===== src/rtl/isp_pkg.sv =====
// Shared ISP encodings: median filter modes and frame controller states.
package isp_pkg;

    typedef enum logic [1:0] {
        MODE_BYPASS       = 2'd0,
        MODE_MEDIAN       = 2'd1,
        MODE_BORDER_CONST = 2'd2,
        MODE_BORDER_RAW   = 2'd3
    } mode_e;

    typedef enum logic [1:0] {
        IDLE  = 2'd0,
        FRAME = 2'd1,
        DONE  = 2'd2,
        WAIT  = 2'd3
    } state_e;

endpackage


===== src/rtl/sync_delay.sv =====
// Fixed-depth shift register for the hsync/vsync/DE/pixel bundle.
module sync_delay #(
    parameter int DEPTH = 3,
    parameter int W     = 11
) (
    input  logic         clk,
    input  logic         rst,
    input  logic [W-1:0] d_i,
    output logic [W-1:0] q_o
);

    logic [DEPTH-1:0][W-1:0] sr_q;

    always_ff @(posedge clk or posedge rst) begin
        if (rst) begin
            sr_q <= '0;
        end else begin
            sr_q[0] <= d_i;
            for (int i = 1; i < DEPTH; i++) begin
                sr_q[i] <= sr_q[i-1];
            end
        end
    end

    assign q_o = sr_q[DEPTH-1];

endmodule


===== src/rtl/median_frame_ctrl.sv =====
// Frame controller around the 3x3 median datapath: sync alignment,
// position tracking, frame-boundary config and line-length checking.
module median_frame_ctrl
    import isp_pkg::*;
#(
    parameter int          H_ACTIVE   = 1280,
    parameter int          V_ACTIVE   = 720,
    parameter int          PIPE_LAT   = 3,
    parameter logic [7:0]  BORDER_VAL = 8'd0,
    parameter int          CW         = 12
) (
    input  logic          clk,
    input  logic          rst,
    input  logic          hsync_i,
    input  logic          vsync_i,
    input  logic          de_i,
    input  logic [7:0]    data_i,
    input  logic [7:0]    filt_data_i,
    input  logic [1:0]    cfg_mode,
    input  logic          cfg_load,
    output logic          hsync_o,
    output logic          vsync_o,
    output logic          de_o,
    output logic [7:0]    data_o,
    output logic [CW-1:0] col_o,
    output logic [CW-1:0] row_o,
    output logic          frame_done,
    output logic          err_line,
    output logic          err_sticky,
    output logic          busy
);

    localparam logic [CW-1:0] CNT_MAX = '1;
    localparam logic [CW-1:0] H_LEN   = CW'(H_ACTIVE);
    localparam logic [CW-1:0] H_LAST  = CW'(H_ACTIVE - 1);
    localparam logic [CW-1:0] V_LAST  = CW'(V_ACTIVE - 1);

    logic [10:0] dly_in;
    logic [10:0] dly_out;
    logic        d_hs;
    logic        d_vs;
    logic        d_de;
    logic [7:0]  d_raw;

    assign dly_in = {hsync_i, vsync_i, de_i, data_i};

    sync_delay #(
        .DEPTH (PIPE_LAT),
        .W     (11)
    ) u_sync_delay (
        .clk (clk),
        .rst (rst),
        .d_i (dly_in),
        .q_o (dly_out)
    );

    assign {d_hs, d_vs, d_de, d_raw} = dly_out;

    logic vs_prev_q;
    logic de_prev_q;
    logic vs_rise;
    logic de_fall;

    assign vs_rise = d_vs & ~vs_prev_q;
    assign de_fall = ~d_de & de_prev_q;

    logic [CW-1:0] col_q, col_d;
    logic [CW-1:0] row_q, row_d;
    mode_e         mode_q, mode_d;
    mode_e         pmode_q, pmode_d;
    logic          pend_q, pend_d;
    state_e        state_q, state_d;
    logic          sticky_q, sticky_d;
    logic          err_d;
    logic          short_frm;

    always_comb begin
        col_d = col_q;
        row_d = row_q;
        if (d_de) begin
            if (col_q != CNT_MAX) col_d = col_q + 1'b1;
        end else if (de_fall || vs_rise) begin
            col_d = '0;
        end
        if (vs_rise) begin
            row_d = '0;
        end else if (de_fall && row_q != CNT_MAX) begin
            row_d = row_q + 1'b1;
        end
    end

    // A load landing on the vsync edge itself applies to the frame starting now.
    always_comb begin
        pend_d  = pend_q;
        pmode_d = pmode_q;
        mode_d  = mode_q;
        if (cfg_load) begin
            pend_d  = 1'b1;
            pmode_d = mode_e'(cfg_mode);
        end
        if (vs_rise) begin
            pend_d = 1'b0;
            if (cfg_load)    mode_d = mode_e'(cfg_mode);
            else if (pend_q) mode_d = pmode_q;
        end
    end

    always_comb begin
        state_d   = state_q;
        err_d     = 1'b0;
        short_frm = 1'b0;
        sticky_d  = sticky_q;
        unique case (state_q)
            IDLE: if (vs_rise) state_d = FRAME;
            FRAME: begin
                if (vs_rise) begin
                    short_frm = 1'b1;
                end else if (de_fall) begin
                    err_d = (col_q != H_LEN);
                    if (row_q == V_LAST) state_d = DONE;
                end
            end
            DONE: state_d = WAIT;
            WAIT: if (vs_rise) state_d = FRAME;
            default: state_d = IDLE;
        endcase
        if (vs_rise) sticky_d = 1'b0;
        if (err_d || short_frm) sticky_d = 1'b1;
    end

    logic       border;
    logic [7:0] pix;
    logic       out_en;

    always_comb begin
        border = (row_q == '0) || (row_q == V_LAST) ||
                 (col_q == '0) || (col_q == H_LAST);
        pix = d_raw;
        unique case (mode_q)
            MODE_BYPASS:       pix = d_raw;
            MODE_MEDIAN:       pix = filt_data_i;
            MODE_BORDER_CONST: pix = border ? BORDER_VAL : filt_data_i;
            MODE_BORDER_RAW:   pix = border ? d_raw : filt_data_i;
            default:           pix = d_raw;
        endcase
    end

    // Pixels arriving outside a tracked frame (after reset, in WAIT) are blanked.
    assign out_en = d_de && ((state_q == FRAME) || vs_rise);

    logic          hs_q, vs_q, de_q, err_q;
    logic [7:0]    data_q;
    logic [CW-1:0] col_o_q, row_o_q;

    always_ff @(posedge clk or posedge rst) begin
        if (rst) begin
            vs_prev_q <= 1'b0;
            de_prev_q <= 1'b0;
            col_q     <= '0;
            row_q     <= '0;
            mode_q    <= MODE_BYPASS;
            pmode_q   <= MODE_BYPASS;
            pend_q    <= 1'b0;
            state_q   <= IDLE;
            sticky_q  <= 1'b0;
            hs_q      <= 1'b0;
            vs_q      <= 1'b0;
            de_q      <= 1'b0;
            err_q     <= 1'b0;
            data_q    <= '0;
            col_o_q   <= '0;
            row_o_q   <= '0;
        end else begin
            vs_prev_q <= d_vs;
            de_prev_q <= d_de;
            col_q     <= col_d;
            row_q     <= row_d;
            mode_q    <= mode_d;
            pmode_q   <= pmode_d;
            pend_q    <= pend_d;
            state_q   <= state_d;
            sticky_q  <= sticky_d;
            hs_q      <= d_hs;
            vs_q      <= d_vs;
            de_q      <= out_en;
            err_q     <= err_d;
            data_q    <= out_en ? pix : 8'h00;
            col_o_q   <= out_en ? col_q : '0;
            row_o_q   <= out_en ? row_q : '0;
        end
    end

    assign hsync_o    = hs_q;
    assign vsync_o    = vs_q;
    assign de_o       = de_q;
    assign data_o     = data_q;
    assign col_o      = col_o_q;
    assign row_o      = row_o_q;
    assign err_line   = err_q;
    assign err_sticky = sticky_q;
    assign frame_done = (state_q == DONE);
    assign busy       = (state_q == FRAME);

endmodule


===== config.mk =====
export PLATFORM = sky130hd
export DESIGN_NAME = median_frame_ctrl
export DESIGN_NICKNAME = d
export VERILOG_FILES = /design/src/rtl/isp_pkg.sv /design/src/rtl/sync_delay.sv /design/src/rtl/median_frame_ctrl.sv
export SDC_FILE = /design/constraint.sdc
export NUM_CORES = 1
export LEC_CHECK = 0
export BUFFER_PORTS_ARGS = -buffer_cell sky130_fd_sc_hd__buf_2
export CORE_ASPECT_RATIO = 1.4
export CORE_MARGIN = 10
export CORE_UTILIZATION = 52
export CTS_BUF_LIST = sky130_fd_sc_hd__clkbuf_2
export DETAILED_ROUTE_END_ITERATION = 8
export PLACE_DENSITY_LB_ADDON = 0.25
export SETUP_SLACK_MARGIN = 0.2
export SYNTH_ARGS = -nofsm -noshare
export SYNTH_HDL_FRONTEND = slang
export SYNTH_HIERARCHICAL = 1
export SYNTH_SLANG_ARGS = --single-unit

===== constraint.sdc =====
create_clock -name clk -period 2.2 [get_ports clk]
set_clock_uncertainty 0.15 [all_clocks]
set_input_delay 0.22 -clock clk [delete_from_list [all_inputs] [get_ports clk]]
set_output_delay 0.22 -clock clk [all_outputs]
set_load 0.01 [all_outputs]

Word-level counts from Yosys, hierarchy flattened. Index checks and enable logic that the tools add are counted. Widths: inputs -> output; s select.

Bits of input ports: 24. Logic and storage cells: 88. Register bits: 102.

Reductions and logical operators: 21. Add/subtract/negate cells: 2. Multiplexer cells: 27. Equal/unequal tests: 16. Bitwise logic cells: 4.

Operator list (count): $mux 12 (7); $pmux 8 s4 (1); $add 12x1->12 const B (2); $logic_not 12->1 (2); $mux 8 (3); $ne 12x12->1 const B (2); $eq 12x10->1 const B (1); $eq 12x11->1 const B (1); $mux 2 (6); $ne 12x11->1 const B (1); $reduce_bool 2->1 (5); $mux 1 (9); $eq 2x2->1 const B (4); $logic_or 1x1->1 (6); $ne 2x1->1 const B (3); $pmux 2 s3 (1); $eq 2x1->1 const B (2); $logic_not 2->1 (2); $ne 2x2->1 const B (2); $reduce_and 2->1 (2); $reduce_and 4->1 (1); $and 1x1->1 (2); $logic_and 1x1->1 (2); $not 1->1 (2); $reduce_or 2->1 (1).

Longest topological paths before layout. Gate-level depths: netlist of run 1.

Depth in word-level cells: 7. Gate-level depth with buffers: 9. Depth with buffers taken out: 7.

Modules after synthesis. Netlist of run 1, hierarchy kept.

Modules (own cells, without submodules): median_frame_ctrl (times used 1, seq. area each 1726.7 um^2, area each 3061.7 um^2, cells an instance 287); sync_delay (times used 1, seq. area each 825.8 um^2, area each 912.1 um^2, cells an instance 45).

Least setup slack after synthesis of run 1. OpenSTA, ideal clock, no wires.

Kind: flip-flop to flip-flop. Start: register col_q[3]. End: register data_q[0], in the netlist data_o[0]. Stages on the path, launching flop included: 7. Data required time: 1972 ps. Data arrival time: 2083 ps. Path slack: -111 ps. Setup time: 78 ps. Cell sequence: dfrtp_1 -> or4_4 -> or4_4 -> a2111oi_2 -> or3_1 -> buf_6 -> o2bb2ai_1.

Cells in the longest elaborated chain, start to end: 6.

RTL lines: start, declared (RTL line median_frame_ctrl.sv:67) `logic [CW-1:0] col_q, col_d;`; start signal, assigned (RTL line median_frame_ctrl.sv:176) `col_q <= col_d;`; $logic_not 12->1 (RTL line median_frame_ctrl.sv:137) `(col_q == '0) || (col_q == H_LAST);`; $logic_or 1x1->1 (RTL line median_frame_ctrl.sv:136) `border = (row_q == '0) || (row_q == V_LAST) ||`; $logic_or 1x1->1 (*) (RTL line median_frame_ctrl.sv:137); $mux 8 (on tied branches) (RTL line median_frame_ctrl.sv:143, median_frame_ctrl.sv:142); $pmux 8 s4 (*) (RTL line median_frame_ctrl.sv:139) `unique case (mode_q)`; $mux 8 (*) (RTL line median_frame_ctrl.sv:187) `data_q <= out_en ? pix : 8'h00;`; end signal, assigned (RTL line median_frame_ctrl.sv:187); end, declared (RTL line median_frame_ctrl.sv:152) `logic [7:0] data_q;`.

Every way passes the cells marked *; elsewhere a longest branch is shown, timed or not. A chain may end at the register's enable or synchronous reset.

Worst setup path after layout of run 1.
Start: register col_q[5]. End: register data_q[3], in the netlist data_o[3].

Same word-level chain as after synthesis.

==> out/results.tsv, run 1 <==
stage	metric	value	unit
outcome	status	complete, but fails checks	
outcome	violations	negative setup slack	
floorplanning	fp.dieW	93.9	um
floorplanning	die-area	11600	sq um
clocking	cts_max_level	3	
logic_synthesis	netlist_top_cells_count	102 x dfrtp_1, 29 x nor2_1, 20 x inv_1, 18 x and2_1, 18 x nand2_1	
floorplanning	rows	37	
setup_path	start_kind	register	
layout	area_growth	29.8	%
routing	via_per_inst	5.25	
timing	rsz0062_at_grt	yes	
logic_synthesis	yosysSeqAreaShare	64.2	%
routing	routed_wl	9.06	mm
logic_synthesis	synth.most_common_cell	dfrtp_1	
place	pre_cts_slack	-180	ps
setup_path	worstPathRequired	2580	ps
logic_synthesis	synth_top_cell_area_share	64.2	%
setup_path	r2r_end	data_o[3]	
logic_synthesis	synth_simple_gate_area_share	16.2	%
routing	drt_iter0_drc	186	
logic_synthesis	syn_inst	332	
global_routing	grt_pass1_vias	2983	
layout	utilization	69.6	%
pwr	leakage	2.48	nW
setup_path	worst_path_max_delay_cell	or4_4	
global_routing	antenna_found_initial	1	
floorplanning	die_h	123	um
clocking	clock_latency	600	ps
global_routing	grt.total_usage	16.1	%
logic_synthesis	synth_compound_area_share	8.31	%
place	dp.cells	493	
logic_synthesis	yosys_warnings	6	
run	drv_cap	0	
logic_synthesis	synthAdderAreaFrac	2.20	%
setup_path	reg2reg_depth	5	
setup_path	crit_arrival	2690	ps
setup_path	rrSetupSlack	-110	ps
logic_synthesis	synth_top_family_by_area	simple AND/OR/NAND/NOR gates	
logic_synthesis	synth.area.top_cells	dfrtp_1 64%, and2_1 2.8%, nor2_1 2.7%	
setup_path	cp_common_cell	or4_4	
setup_path	reg2reg_from	col_q[5]	
hold_path	hp-class	input port to asynchronous set/reset pin	
setup_path	crit_type	register to register	
timing	slew_violations	0	
clocking	root_buffer	clkbuf_2	
setup_path	critPathMaxFanout	8	
floorplanning	initial_core_util	53.6	%
timing	fin_crit_sh	105	%
global_routing	grt_max_degree	70	
layout	nets	475	
setup_path	startpoint	col_q[5]	
clocking	clk_pin_slew	270	ps
global_routing	grt_pass1_wl	14.5	mm
routing	drtAntennaViolNets	0	
setup_path	slowest_delay	540	ps
setup_path	worstSetupEndpointType	register	
timing	setup_ws	-115	ps
layout	finalNonFillerCells	547	
clocking	clk_path_buf_depth	2	
place	portBuffers	62	
logic_synthesis	syn-cell-area	3970	sq um
timing	fmax	432	MHz
setup_path	worstSetupEndpoint	data_o[3]	
logic_synthesis	yosys.area.top_type	dfrtp_1	
timing	hold_viol_final	0	
timing	period_needed	2310	ps
setup_path	path_cells	or4_4, or4_4, a2111oi_4, or3_4, o2bb2ai_2	
clocking	cts_buffers	9	
logic_synthesis	muxShareOfSynthArea	1.39	%
floorplanning	coreArea	7410	sq um
timing	tightest_slew	536	ps
clocking	cts_tree	built	
timing	finalSetupViolations	8	
layout	layout-drive-gt1-share	35.0	%
clocking	clkSinkCount	102	
logic_synthesis	async_flop_share	100	%
pwr	vdd_drop_max	616	uV
logic_synthesis	ys.flop_type	dfrtp_1	
routing	drcViolationCount	0	
place	dp_hpwl	5.81	mm
logic_synthesis	syn_area_per_cell	12.0	sq um
logic_synthesis	synth_cell_types	45	
global_routing	grt_overflow	0	
timing	worst_hold_slack	97.2	ps
timing	tns	-668	ps
routing	post_drt_wl_per_cell	16.6	um
logic_synthesis	synth-xor-area-share	2.42	%
pwr	power_density	690	nW/um^2
timing	max-slew-margin-rel	64.0	%
logic_synthesis	synth_fp_nets	363	
layout	stdcell_area	5160	sq um
routing	vias	2870	
routing	dr.pass1.iters	4	
floorplanning	ios	63	
logic_synthesis	synth-seq-cells	102	
pwr	p_total	3.56	mW
logic_synthesis	synth-edff-count	0	
place	dpl-instance-area	4480	sq um
place	place_congestion	0.929	
[kinds of logic (layout without fill, tap and decap cells)]
group	after synthesis	after routing
AOI/OAI and AO/OA	47	47
xor gates and xnor gates	11	11
adders and majority gates	7	7
buffers and inverters	42	159
DFF	102	102
muxes	5	5
other	0	1
and+or+nand+nor	118	118
[critical path, delay by kind of cell (launching register included)]
kind / cells / cell delay [ps]
simple gates: 3 / 1230
flops: 1 / 450
compound gates: 2 / 430
[cell usage in the layout, fill, tap and decap left out, types with 4 or more instances in the layout]
| cell type | n |
|---|---|
| nor3_1 | 7 |
| dfrtp_1 | 100 |
| ha_1 | 4 |
| nand2_1 | 16 |
| or4_4 | 4 |
| a21oi_1 | 5 |
| buf_6 | 5 |
| nand4_1 | 6 |
| clkbuf_2 | 9 |
| mux2_2 | 4 |
| nor2_1 | 29 |
| dlygate4sd3_1 | 26 |
| and2_1 | 18 |
| buf_2 | 61 |
| nand3_1 | 5 |
| inv_1 | 19 |
| buf_4 | 29 |
| o21ai_0 | 4 |
| o2bb2ai_1 | 6 |
| xnor2_1 | 11 |
[report_power, final]
group	leakage (nW)	internal, mW	switching [mW]	total (mW)
clock	0.0662	0.166	0.643	0.809
combinational	1.10	0.312	0.360	0.672
sequential	1.31	2.00	0.0766	2.08
[how the worst min path moves through the flow]
stage | to | slack [ps]
2_1_floorplan | u_sync_delay/sr_q[0] | 100
3_3_place_gp | u_sync_delay/sr_q[9] | 20
3_5_place_dp | u_sync_delay/sr_q[8] | 40
4_1_cts | row_o[0] | 60
5_1_grt | u_sync_delay/sr_q[2] | 50
6_report | row_o[0] | 100
[metal layers]
metal | vias to the layer above | wire length (um) | global-route usage (%) | part of all wire (%)
met1 | 1425 | 3540 | 18.1 | 39
met5 | - | 0 | 0 | 0
met4 | 0 | 193 | 8.29 | 2.1
li1 | 1358 | - | - | -
met3 | 17 | 505 | 4.97 | 5.6
met2 | 70 | 4830 | 26.9 | 53
[final cells by class]
type	count	area [sq um]
sequential	102	2550
antenna	1	2.50
timing repair buffer	123	875
clock inverter	7	55.1
tap	97	121
clock buffer	9	45.0
fill	535	2250
inverter	20	78.8
multi-input combinational	188	1430
[what timing repair did]
item,CTS,global route
pin swaps,8,9
cloned,0,0
hold buffers,26,0
resized for setup,14,40
hold endpoints to repair,126,0
setup buffers,6,5
setup endpoints to repair,18,30
[state kept, by name, indices dropped and copies added (netlist names), 2 cells and up]
signal	flops
data_o	8
col_o	12
row_q	12
pmode_q	2
row_o	12
u_sync_delay/sr_q	22
state_q	2
col_q	12
u_sync_delay/q_o	11
mode_q	2
Power figures use the tool's default switching activity.
==> run 2: changes to the inputs <==
Settings changed: SYNTH_HIERARCHICAL 1 to not set.
==> run 2 against run 1 <==
Synthesized area fell by 1.2%. Sequential share of layout area rose by 1.2 points. Routed wire length fell by 12%. Count of clock-buffer cells in the layout rose by 1. First-iteration DRC count fell by 49%. Largest cell class unchanged. Power rose by 0.96%. Non-clock buffer count fell by 10. The run now ends clean. Core utilization fell by 1.2 points. Sequential power barely moved. Design area fell by 2.3%. Synthesized cell count fell by 3.6%.
==> out/results.tsv, run 2 <==
stage	metric	value	unit	change
global_routing	grt_max_degree	45		-36%
logic_synthesis	syn-cell-area	3930	sq um	-1.2%
logic_synthesis	yosys_warnings	0		-6
logic_synthesis	yosysSeqAreaShare	65.0	%	+0.76 points
global_routing	grt_pass1_wl	12.9	mm	-11%
layout	fillers	551		+3.0%
run	drv_cap	0		unchanged
routing	routed_wl	7.98	mm	-12%
pwr	leakage	2.52	nW	+1.6%
timing	rsz0062_at_grt	yes		
global_routing	antenna_found_initial	0		-1
routing	dr.pass1.iters	4		unchanged
outcome	status	completed		
routing	drt_iter0_drc	94		-49%
logic_synthesis	synth_top_cell_area_share	65.0	%	+0.76 points
clocking	clkSinkCount	102		unchanged
clocking	clock_latency	590	ps	about the same
clocking	clk_path_buf_depth	2		unchanged
clocking	root_buffer	clkbuf_2		
setup_path	crit_type	register to register		
timing	slew_violations	0		unchanged
logic_synthesis	ys.flop_type	dfrtp_1		
global_routing	grt.total_usage	14.3	%	-1.8 points
routing	post_drt_wl_per_cell	14.8	um	-11%
clocking	cts_max_level	3		unchanged
logic_synthesis	async_flop_share	100	%	unchanged
layout	top_register	u_sync_delay.sr_q		
floorplanning	fp.dieW	93.5	um	-0.46%
logic_synthesis	syn_inst	320		-3.6%
setup_path	crit_arrival	2330	ps	-360 ps
place	dp_hpwl	5.20	mm	-10%
layout	final_common_cell	dfrtp_1		
setup_path	start_kind	register		
place	place_congestion	0.898		-3.3%
pwr	power_density	713	nW/um^2	+3.3%
clocking	cts_buffers	9		unchanged
place	portBuffers	62		unchanged
timing	finalSetupViolations	0		-8
logic_synthesis	syn_area_per_cell	12.3	sq um	+2.5%
routing	vias	2702		-5.9%
setup_path	critPathMaxFanout	8		unchanged
logic_synthesis	synth_cell_types	40		-11%
global_routing	grt_pass1_vias	2744		-8.0%
routing	via_per_inst	5.01		-4.5%
timing	tightest_slew	709	ps	+174 ps
setup_path	worstSetupEndpointType	register		
timing	period_needed	1990	ps	-326 ps
logic_synthesis	yosys.area.top_type	dfrtp_1		
global_routing	grt_overflow	0		unchanged
layout	nets	468		-1.5%
floorplanning	rows	37		unchanged
routing	drcViolationCount	0		unchanged
floorplanning	initial_core_util	53.4	%	-0.29 points
timing	fin_crit_sh	90.4	%	-15 points
timing	tns	0	ps	+668 ps
routing	drtAntennaViolNets	0		unchanged
clocking	clk_pin_slew	290	ps	+20 ps
floorplanning	die-area	11500	sq um	-0.95%
logic_synthesis	netlist_top_cells_count	102 x dfrtp_1, 39 x nor2_1, 26 x inv_1, 22 x and2_1, 12 x nand2_1		
layout	regArea	2560	sq um	about the same
hold_path	hp-class	input port to asynchronous set/reset pin		
logic_synthesis	synth-seq-cells	102		unchanged
layout	diodes	0		-1
floorplanning	die_h	123	um	-0.49%
timing	fmax	503	MHz	+16%
clocking	cts_tree	built		
layout	largest_register_ffs	22		unchanged
pwr	vdd_drop_max	555	uV	-9.9%
logic_synthesis	synth-edff-count	0		unchanged
logic_synthesis	synth_fp_nets	351		-3.3%
logic_synthesis	synth.area.top_cells	dfrtp_1 65%, nor2_1 3.7%, and2_1 3.5%		
layout	area_growth	28.4	%	
layout	layout-drive-gt1-share	31.7	%	-3.3 points
layout	final_cell_mix	98 x dfrtp_1, 62 x buf_2, 39 x nor2_1		
floorplanning	ios	63		unchanged
setup_path	worstPathRequired	2550	ps	-30 ps
layout	multiInputGateArea	1360	sq um	-4.7%
timing	max-slew-margin-rel	52.6	%	-11 points
timing	hold_viol_final	0		unchanged
layout	utilization	68.5	%	-1.2 points
floorplanning	coreArea	7360	sq um	-0.62%
logic_synthesis	synth.most_common_cell	dfrtp_1		
## run 2: through the flow
stage	cells	power, mW	instance area, sq um	hold slack, ps	worst slack, ps
3_5_place_dp	481	2.66	4430	179	88.9
2_1_floorplan	320	2.46	3930	101	320
4_1_cts	526	3.53	4850	67.6	183
5_1_grt	539	3.80	5040	61.7	86.2
6_report	539	3.59	5040	79.8	211
3_3_place_gp	481	2.65	4430	177	171
## run 2: cells by family after synthesis
kind of cell / synth area share (%)
xor gates and xnor gates: 4.68
buffers and inverters: 3.44
and+or+nand+nor: 18.0
AOI/OAI and AO/OA: 5.26
DFF: 65.0
muxes: 1.40
adders and majority gates: 2.23
## run 2: per-layer routing
| layer | share of wire, % | wire (um) | track usage (%) | vias to the layer above |
|---|---|---|---|---|
| met2 | 51 | 4080 | 24.0 | 66 |
| li1 | - | - | - | 1304 |
| met4 | 3.8 | 301 | 8.51 | 0 |
| met1 | 40 | 3220 | 16.1 | 1310 |
| met3 | 4.8 | 382 | 3.60 | 22 |
| met5 | 0 | 0 | 0 | - |
## run 2: critical path, stage by stage, from the launching register on
cell and delay, ps:
dfrtp_2 500, inv_2 90, ha_4 130, nor4b_4 220, nand2_2 120, a2111oi_4 420, nor3_4 120, o22ai_1 170
## run 2: worst paths after layout
kind / start / to / slack (ps) / cells past startpoint
max in group asynchronous: rst / col_o[5] / 1150 / 4
min in group clk: data_i[6] / u_sync_delay.sr_q[6] / 100 / 2
worst min-delay path: rst / u_sync_delay.sr_q[17] / 80 / 3
worst max-delay path: col_q[0] / data_o[0] / 210 / 7
worst min register to register: u_sync_delay.sr_q[15] / u_sync_delay.q_o[4] / 220 / 0
worst max register to register: col_q[0] / data_o[0] / 210 / 7
## run 2: power by group
part / total (mW) / switching [mW] / internal (mW) / leakage, nW
Sequential: 2.09 / 0.0815 / 2.01 / 1.30
Combinational: 0.705 / 0.371 / 0.334 / 1.15
Clock: 0.799 / 0.627 / 0.172 / 0.0646
## run 2: layout make-up
type | instances | share of cell area (%)
sequential | 102 | 50.7
multi-input combinational | 185 | 27.0
timing repair buffer | 113 | 15.7
tap | 97 | 2.41
inverter | 26 | 2.11
clock inverter | 6 | 1.07
clock buffer | 10 | 0.993
## run 2: what timing repair did
action | 4_1_cts | 5_1_grt
gates cloned | 0 | 1
setup endpoints to repair | 28 | 29
hold buffers | 25 | 0
gates resized for setup | 7 | 20
endpoints found under the hold margin | 89 | 0
pin swaps | 2 | 9
setup buffers | 4 | 12
